===== src/rtl/panel_switch_conditioner.sv =====
// panel_switch_conditioner: synchronizes and debounces the five active-low
// front-panel buttons into clean SYSCLK-domain controls for the CPU.
// Ports: SYSCLK, RESET (async, active-high), raw_*_n (raw buttons),
//   sw_CLEAR/sw_RUN/sw_STEPM/sw_STEPI (one-cycle press pulses),
//   sw_HALT (debounced level).
// Option: define PANEL_AUTOREPEAT_EN for STEPI auto-repeat while held.
module panel_switch_conditioner #(
  parameter int unsigned DEBOUNCE_CYCLES = 50000,
  parameter int unsigned REPEAT_CYCLES   = 2000000
) (
  input  logic SYSCLK,
  input  logic RESET,
  input  logic raw_CLEAR_n,
  input  logic raw_RUN_n,
  input  logic raw_HALT_n,
  input  logic raw_STEPM_n,
  input  logic raw_STEPI_n,
  output logic sw_CLEAR,
  output logic sw_RUN,
  output logic sw_HALT,
  output logic sw_STEPM,
  output logic sw_STEPI
);

  localparam int CLR = 0;
  localparam int RUN = 1;
  localparam int HLT = 2;
  localparam int STM = 3;
  localparam int STI = 4;

  localparam logic [15:0] DB_LAST = 16'(DEBOUNCE_CYCLES - 1);

  logic [4:0]       raw_n;
  logic [4:0]       s1_q;
  logic [4:0]       s2_q;
  logic [4:0]       pressed_sync;
  logic [4:0]       db_q;
  logic [4:0]       db_d;
  logic [4:0][15:0] cnt_q;
  logic [4:0][15:0] cnt_d;
  logic [4:0]       rise;
  logic             clr_block;
  logic             rep_fire;

  logic clear_q, clear_d;
  logic run_q, run_d;
  logic halt_q, halt_d;
  logic stepm_q, stepm_d;
  logic stepi_q, stepi_d;

  assign raw_n = {raw_STEPI_n, raw_STEPM_n,
                  raw_HALT_n, raw_RUN_n, raw_CLEAR_n};

  assign pressed_sync = ~s2_q;

  always_comb begin
    db_d  = db_q;
    cnt_d = cnt_q;
    for (int i = 0; i < 5; i++) begin
      if (pressed_sync[i] == db_q[i]) begin
        cnt_d[i] = '0;
      end else if (cnt_q[i] == DB_LAST) begin
        db_d[i]  = pressed_sync[i];
        cnt_d[i] = '0;
      end else begin
        cnt_d[i] = cnt_q[i] + 16'd1;
      end
    end
  end

  assign rise = db_d & ~db_q;

  // CLEAR held (or just pressed/released this edge) swallows other presses.
  assign clr_block = db_q[CLR] | db_d[CLR];

`ifdef PANEL_AUTOREPEAT_EN
  localparam logic [23:0] REP_LAST = 24'(REPEAT_CYCLES - 1);

  logic [23:0] rep_q;
  logic [23:0] rep_d;

  // Counts only while STEPI stays held; press edge and release give 0.
  always_comb begin
    rep_d    = '0;
    rep_fire = 1'b0;
    if (db_q[STI] && db_d[STI]) begin
      if (rep_q == REP_LAST) begin
        rep_fire = 1'b1;
      end else begin
        rep_d = rep_q + 24'd1;
      end
    end
  end

  always_ff @(posedge SYSCLK or posedge RESET) begin
    if (RESET) rep_q <= '0;
    else       rep_q <= rep_d;
  end
`else
  logic [23:0] rep_unused;
  assign rep_unused = 24'(REPEAT_CYCLES);
  assign rep_fire   = 1'b0;
`endif

  always_comb begin
    clear_d = rise[CLR];
    run_d   = rise[RUN] & ~clr_block;
    halt_d  = db_d[HLT];
    stepm_d = rise[STM] & ~clr_block;
    stepi_d = (rise[STI] | rep_fire) & ~clr_block;
  end

  always_ff @(posedge SYSCLK or posedge RESET) begin
    if (RESET) begin
      s1_q    <= '1;
      s2_q    <= '1;
      db_q    <= '0;
      cnt_q   <= '0;
      clear_q <= 1'b0;
      run_q   <= 1'b0;
      halt_q  <= 1'b0;
      stepm_q <= 1'b0;
      stepi_q <= 1'b0;
    end else begin
      s1_q    <= raw_n;
      s2_q    <= s1_q;
      db_q    <= db_d;
      cnt_q   <= cnt_d;
      clear_q <= clear_d;
      run_q   <= run_d;
      halt_q  <= halt_d;
      stepm_q <= stepm_d;
      stepi_q <= stepi_d;
    end
  end

  assign sw_CLEAR = clear_q;
  assign sw_RUN   = run_q;
  assign sw_HALT  = halt_q;
  assign sw_STEPM = stepm_q;
  assign sw_STEPI = stepi_q;

endmodule

===== config.mk =====
export PLATFORM = sky130hd
export DESIGN_NAME = panel_switch_conditioner
export DESIGN_NICKNAME = d
export VERILOG_FILES = /design/src/rtl/panel_switch_conditioner.sv
export SDC_FILE = /design/constraint.sdc
export NUM_CORES = 1
export LEC_CHECK = 0
export ABC_AREA = 1
export CORE_MARGIN = 8
export CORE_UTILIZATION = 48
export CTS_BUF_LIST = sky130_fd_sc_hd__clkbuf_8 sky130_fd_sc_hd__clkbuf_16
export CTS_CLUSTER_SIZE = 40
export DETAILED_ROUTE_END_ITERATION = 7
export PLACE_DENSITY = 0.78
export SLEW_MARGIN = 20
export SYNTH_ARGS = -nofsm -noshare
export SYNTH_HDL_FRONTEND = slang
export SYNTH_SLANG_ARGS = --single-unit

===== constraint.sdc =====
create_clock -name SYSCLK -period 3 [get_ports SYSCLK]
set_input_delay 0.6 -clock SYSCLK [delete_from_list [all_inputs] [get_ports SYSCLK]]
set_output_delay 0.6 -clock SYSCLK [all_outputs]
set_load 0.01 [all_outputs]

**Word-level counts from Yosys, hierarchy flattened**

Index checks and enable logic that the tools add are counted.

- Register bits: 100
- Bits in latches: 0
- Bits in writable memories: 0
- Bits in read-only memories: 0
- Bits of input ports: 7
- Output and inout bits: 5
- Word-level logic and storage cells: 56
- Memories: 0

- Add/sub/neg operators: 5
- Multipliers: 0
- Div/mod/pow operators: 0
- Order comparisons: 0
- Equality and inequality tests: 10
- Shift-type cells: 0
- Mux-type cells: 20
- Bitwise gates (word level): 8
- Reductions and logical operators: 0

Operator list:

| cell | count |
|---|---|
| $mux W16 | 10 |
| $add A16 B1 Y16 const B | 5 |
| $eq A16 B16 Y1 const B | 5 |
| $mux W1 | 10 |
| $not A5 Y5 | 2 |
| $and A5 B5 Y5 | 1 |
| $eq A1 B1 Y1 | 5 |
| $and A1 B1 Y1 | 3 |
| $not A1 Y1 | 1 |
| $or A1 B1 Y1 | 1 |

**Logic depth before layout (Yosys ltp)**

Gate-level depths: netlist of run 1.

- Depth after elaboration: 6
- Depth in mapped cells: 9
- Gate-level depth less buffers: 9

**Least setup slack after synthesis of run 1**

Ideal clock, no wire load.

- Kind: register to register
- Start: reg cnt_q[48] (netlist name)
- End: reg cnt_q[62] (netlist name)
- Setup time: 69 ps
- Arrival time: 1247 ps
- Required time: 2931 ps
- Setup slack: 1685 ps
- Stages on the path, launching flop included: 9
- Buffers on the path: 0
- Clock period less this slack: 1315 ps
- Cells stage by stage: dfrtp_1 > ha_1 > nand3_2 > clkinv_2 > nand2_2 > nor2_4 > nor2_4 > inv_6 > nor2_2

RTL lines:

| item | RTL line | text |
|---|---|---|
| start, declared | 39 | `logic [4:0][15:0] cnt_q;` |
| start signal, assigned | 128 | `cnt_q <= cnt_d;` |

==> results.toml, run 1 <==
[hold_path]
min_path_type = "flip-flop to flip-flop"

[placement]
pre_cts_ws_ns = 1.47
placed_cells_incl_taps = 837
hpwl_um = 7650
gp_congestion = 0.927
port_buffers = 11

[grt]
grt_pass1_wl_um = 18500
antenna_found_initial = 0
overflow = 0
grt_max_degree = 100
gr-usage-all-layers_pct = 15.4
grt_pass1_vias = 4209

[cts]
cts_tree = "yes"
postCtsHoldBufs = 0
clockBufferDepth = 2
cts.repair.resized = 0
cts_root_buf = "clkbuf_8"
cts_sinks = 99
cts_buffers = 9
clkTransAtPathRegs_ns = 0.10
htree_levels = 3
clk_latency_ns = 0.38
postCtsSetupBuffers = 0

[worst_setup_path]
crit_buf_inv = 1
path_delay_family = "buffers and inverters"
startpoint_type = "flip-flop"
crit_type = "flip-flop to primary output"
endpoint_kind = "primary output"
path_max_fanout = 3
arrival_ns = 1.31
crit_path_cell_trace = "clkdlybuf4s50_1"
crit_path_max_incr_delay_ns = 0.55
cp_slowest_cell = "clkdlybuf4s50_1"
worstPathRequired_ns = 2.40

[status]
status = "complete, no violations"

[die]
start_util_pct = 49.0
die_w_um = 121
core_area_mm2 = 0.0108
die_h_um = 121
die_area_mm2 = 0.0146
rows = 38
io_pins = 12

[sta]
setup_viol = 0
post-route-min-period_ns = 1.91
setup_slack_ns = 1.09
skew_ns = 0.0111
drv_slew = 0
rsz0062_at_grt = "no"
timing.setup.tns_ns = 0
fmax_mhz = 523
maxSlewHeadroom_pct = 66.4
hold_viol_final = 0
min_period_over_period_pct = 63.8
worst_pin_slew_ns = 0.502

[job]
drv_cap = 0

[drt]
routed_wl_um = 10300
vias = 4291
dr.pass1.iters = 5
wire_per_inst_um = 12.1
ant_nets = 0
drc = 0
vias_per_cell = 5.03
drtIter0Drc = 327

[logic_synthesis]
ys_seq_area_share_pct = 47.1
yosysWarnings = 0
syn_area_per_cell_um2 = 7.72
ys_ff_latch = 99
ys_async_sr_fraction_pct = 100
synth_nets = 697
synthFlopType = "dfrtp_1"
synth-edff-count = 0
synth.distinct_cells = 29
syn_area_mm2 = 0.00529
synth_cells = 685

[cells_and_area]
antenna_cells = 0
fin_cells = 853
drive_gt1_share_pct = 11.2
finish.utilization_pct = 54.3
fin_nets = 720
area_growth_pct = 11.0

[power_and_ir_drop]
power.density_mw_per_mm2 = 445
p_leak_nw = 2.56
vdd_drop_max_uv = 385
## synthesized netlist by cell type (2+ instances only)
cell	instances	area [um2]
inv_1	77	289
inv_2	3	11.3
nor3_1	17	85.1
o21ai_1	5	25.0
ha_1	5	62.6
nor2_2	16	100
nand2_4	2	22.5
nand3_2	4	40.0
nor2_1	166	623
nand2_2	10	62.6
nor2_4	5	56.3
xnor2_1	9	78.8
and2_1	4	25.0
nand4_1	9	56.3
nor3_2	7	70.1
nand2_1	148	556
o21ai_0	2	10.0
dfrtp_1	89	2230
a21oi_1	11	55.1
dfstp_2	10	263
o21bai_1	5	37.5
xor2_1	24	210
nand3_1	51	255
## flip-flops by register name, indices dropped and copies added, names as in the netlist, named ones only
signal	cells
cnt_q	80
db_q	4
s1_q	5
s2_q	5
sw_CLEAR	1
sw_RUN	1
sw_STEPI	1
sw_STEPM	1
## through the flow
step | area, um2 | total power, mW | hold slack (ns)
final | 5860 | 2.61 | 0.360
after global routing | 5860 | 2.71 | 0.363
after CTS | 5860 | 2.64 | 0.361
after detailed placement | 5590 | 1.52 | 0.347
after global placement | 5590 | 1.51 | 0.346
after floorplan | 5290 | 1.48 | 0.345
## report_power, final
group | internal [mW] | total, mW | switching [mW]
logic | 0.0351 | 0.106 | 0.0710
clock network | 0.645 | 1.12 | 0.474
registers | 1.36 | 1.38 | 0.0210
total | 2.04 | 2.61 | 0.566
## placed cells by master (no fill, tap or decap), drive strengths merged
cell             n
clkinv           2
buf              1
dfrtp           89
xnor2           10
xor2            24
nor2           188
and2             4
nor3            24
dfstp           10
or2              1
inv             82
clkinvlp         1
bufinv           4
o21ai            7
nand3b           1
a21oi           11
o21bai           5
clkbuf           9
nand3           55
clkdlybuf4s50   11
nand4            9
nand2          160
ha               5
## final timing paths
| path | from | end | slack (ns) | depth (start not counted) |
|---|---|---|---|---|
| max | flip-flop | sw_HALT | 1.09 | 1 |
| min | s1_q[3] | s2_q[3] | 0.36 | 0 |
| max reg2reg | s2_q[1] | cnt_q[22] | 1.50 | 5 |
| min reg2reg | s1_q[3] | s2_q[3] | 0.36 | 0 |
| max in group asynchronous | RESET | s1_q[1] | 1.90 | 3 |
| min in group asynchronous | RESET | sw_STEPI | 0.70 | 3 |
## metal layers
metal  vias to the layer above  global-route usage [%]  share of wire, %
li1                       2171                       -                 -
met1                      1995                    18.1                44
met2                       100                    26.2                50
met3                        25                    4.09               4.1
met4                         0                    6.01               2.2
met5                         -                       0                 0
## area by class of cell
cell class                 count  area (um2)
fill                         962        4930
sequential                    99        2490
multi-input combinational    504        2480
inverter                      82         318
tap                          140         175
clock inverter                 7         146
timing repair buffer          12         130
clock buffer                   9         124
## logic make-up (layout without fill, tap and decap cells)
group	Yosys count	in the layout	share of synthesized area, %
compound gates	23	23	2.41
fa+ha+maj	5	5	1.18
flops	99	99	47.1
buf+inv	82	110	5.94
xor+xnor	34	34	5.78
simple gates	442	442	37.6
(Power assumes the default switching activity.)
==> run 2, diff against run 1 <==
--- a/config.mk
+++ b/config.mk
@@ -11,7 +11,7 @@
 export CTS_BUF_LIST = sky130_fd_sc_hd__clkbuf_8 sky130_fd_sc_hd__clkbuf_16
 export CTS_CLUSTER_SIZE = 40
 export DETAILED_ROUTE_END_ITERATION = 7
-export PLACE_DENSITY = 0.78
+export PLACE_DENSITY = 0.75
 export SLEW_MARGIN = 20
 export SYNTH_ARGS = -nofsm -noshare
 export SYNTH_HDL_FRONTEND = slang
==> constraint.sdc (replaced) <==
create_clock -name SYSCLK -period 1.76 [get_ports SYSCLK]
set_input_delay 0.352 -clock SYSCLK [delete_from_list [all_inputs] [get_ports SYSCLK]]
set_output_delay 0.352 -clock SYSCLK [all_outputs]
set_load 0.01 [all_outputs]
==> results.toml, run 2 (synthesis results as in run 1) <==
[grt]
overflow = 0
grt_pass1_vias = 4268
grt_pass1_wl_um = 18500
gr-usage-all-layers_pct = 15.4
antenna_found_initial = 0
grt_max_degree = 40

[sta]
setup_viol = 0
maxSlewHeadroom_pct = 74.2
setup_slack_ns = 0.0714
worst_pin_slew_ns = 0.384
fmax_mhz = 592
min_period_over_period_pct = 95.9
timing.setup.tns_ns = 0
rsz0062_at_grt = "no"
post-route-min-period_ns = 1.69
drv_slew = 0
skew_ns = 0.0102
hold_viol_final = 0

[worst_setup_path]
crit_type = "flip-flop to primary output"
path_delay_family = "buffers and inverters"
crit_path_max_incr_delay_ns = 0.57
crit_path_cell_trace = "clkdlybuf4s50_1"
arrival_ns = 1.34
worstPathRequired_ns = 1.41
endpoint_kind = "primary output"
crit_buf_inv = 1
cp_slowest_cell = "clkdlybuf4s50_1"
startpoint_type = "flip-flop"
path_max_fanout = 3

[cts]
postCtsHoldBufs = 0
cts.repair.resized = 0
postCtsSetupBuffers = 0
cts_tree = "yes"
clockBufferDepth = 2
clk_latency_ns = 0.37
cts_root_buf = "clkbuf_8"
clkTransAtPathRegs_ns = 0.09
htree_levels = 3
cts_buffers = 9
cts_sinks = 99

[power_and_ir_drop]
vdd_drop_max_uv = 516
total_power_mw = 3.95
power.density_mw_per_mm2 = 678
p_leak_nw = 2.56

[job]
drv_cap = 0

[die]
core_area_mm2 = 0.0108
rows = 38
io_pins = 12
start_util_pct = 49.0
die_h_um = 121
die_area_mm2 = 0.0146
die_w_um = 121

[placement]
gp_congestion = 0.919
hpwl_um = 7750
placed_cells_incl_taps = 841
pre_cts_ws_ns = 0.295
port_buffers = 11

[cells_and_area]
largestRegisters = "cnt_q x80, s1_q x5, s2_q x5"
final_cell_mix = "nor2_1, nand2_1, dfrtp_1"
fin_nets = 724
antenna_cells = 0
layout_commonest_cell = "nor2_1"
fin_cells = 857
largest_reg_flops = 80
drive_gt1_share_pct = 11.4
area_growth_pct = 10.2
nFillCells = 986
top_register = "cnt_q"

[hold_path]
min_path_type = "primary input to asynchronous set/reset pin"

[drt]
ant_nets = 0
wire_per_inst_um = 11.8
vias_per_cell = 4.97
drtIter0Drc = 217
routed_wl_um = 10200
drc = 0
vias = 4261
dr.pass1.iters = 5

[status]
status = "complete, no violations"
-- run 2: cell count changes in the layout (fill, tap and decap cells not counted) --
cell,delta
buf_4,+3
inv_1,+2
buf_12,+1
clkinv_2,+3
bufinv_16,-3
inv_6,-2
-- run 2: area by class of cell --
class | count | area [um2] | share of cell area [%]
sequential | 99 | 2490 | 42.8
multi-input combinational | 504 | 2480 | 42.6
inverter | 82 | 318 | 5.46
tap | 140 | 175 | 3.01
timing repair buffer | 16 | 173 | 2.97
clock buffer | 9 | 124 | 2.13
clock inverter | 7 | 61.3 | 1.05
-- run 2: power by group --
| group | switching [mW] | total [mW] | internal, mW |
|---|---|---|---|
| logic | 0.123 | 0.191 | 0.0683 |
| clock network | 0.759 | 1.40 | 0.643 |
| registers | 0.0344 | 2.36 | 2.32 |
-- run 2: path summary, 6_finish.rpt --
| check | from | endpoint | slack, ns | depth (start not counted) |
|---|---|---|---|---|
| min in group SYSCLK | s1_q[1] | s2_q[1] | 0.36 | 0 |
| worst min-delay path | RESET | cnt_q[49] | 0.31 | 2 |
| worst max register to register | cnt_q[0] | sw_STEPI | 0.28 | 6 |
| worst min register to register | s1_q[1] | s2_q[1] | 0.36 | 0 |
| worst max-delay path | flip-flop | sw_HALT | 0.07 | 1 |
| max in group asynchronous | RESET | s2_q[2] | 0.88 | 3 |
-- run 2: layer usage --
| metal | track usage, % | part of all wire [%] | vias up |
|---|---|---|---|
| met3 | 2.84 | 4.0 | 16 |
| met2 | 25.9 | 49 | 83 |
| li1 | - | - | 2186 |
| met5 | 0 | 0 | - |
| met4 | 7.81 | 2.3 | 0 |
| met1 | 18.6 | 45 | 1976 |
-- run 2: through the flow --
step / hold slack (ns) / area, um2 / util, %
4_1_cts: 0.295 / 5820 / 53.9
6_report: 0.306 / 5820 / 53.9
3_5_place_dp: 0.348 / 5640 / 52.2
5_1_grt: 0.343 / 5820 / 53.9
2_1_floorplan: 0.345 / 5290 / -
3_3_place_gp: 0.346 / 5640 / 52.2
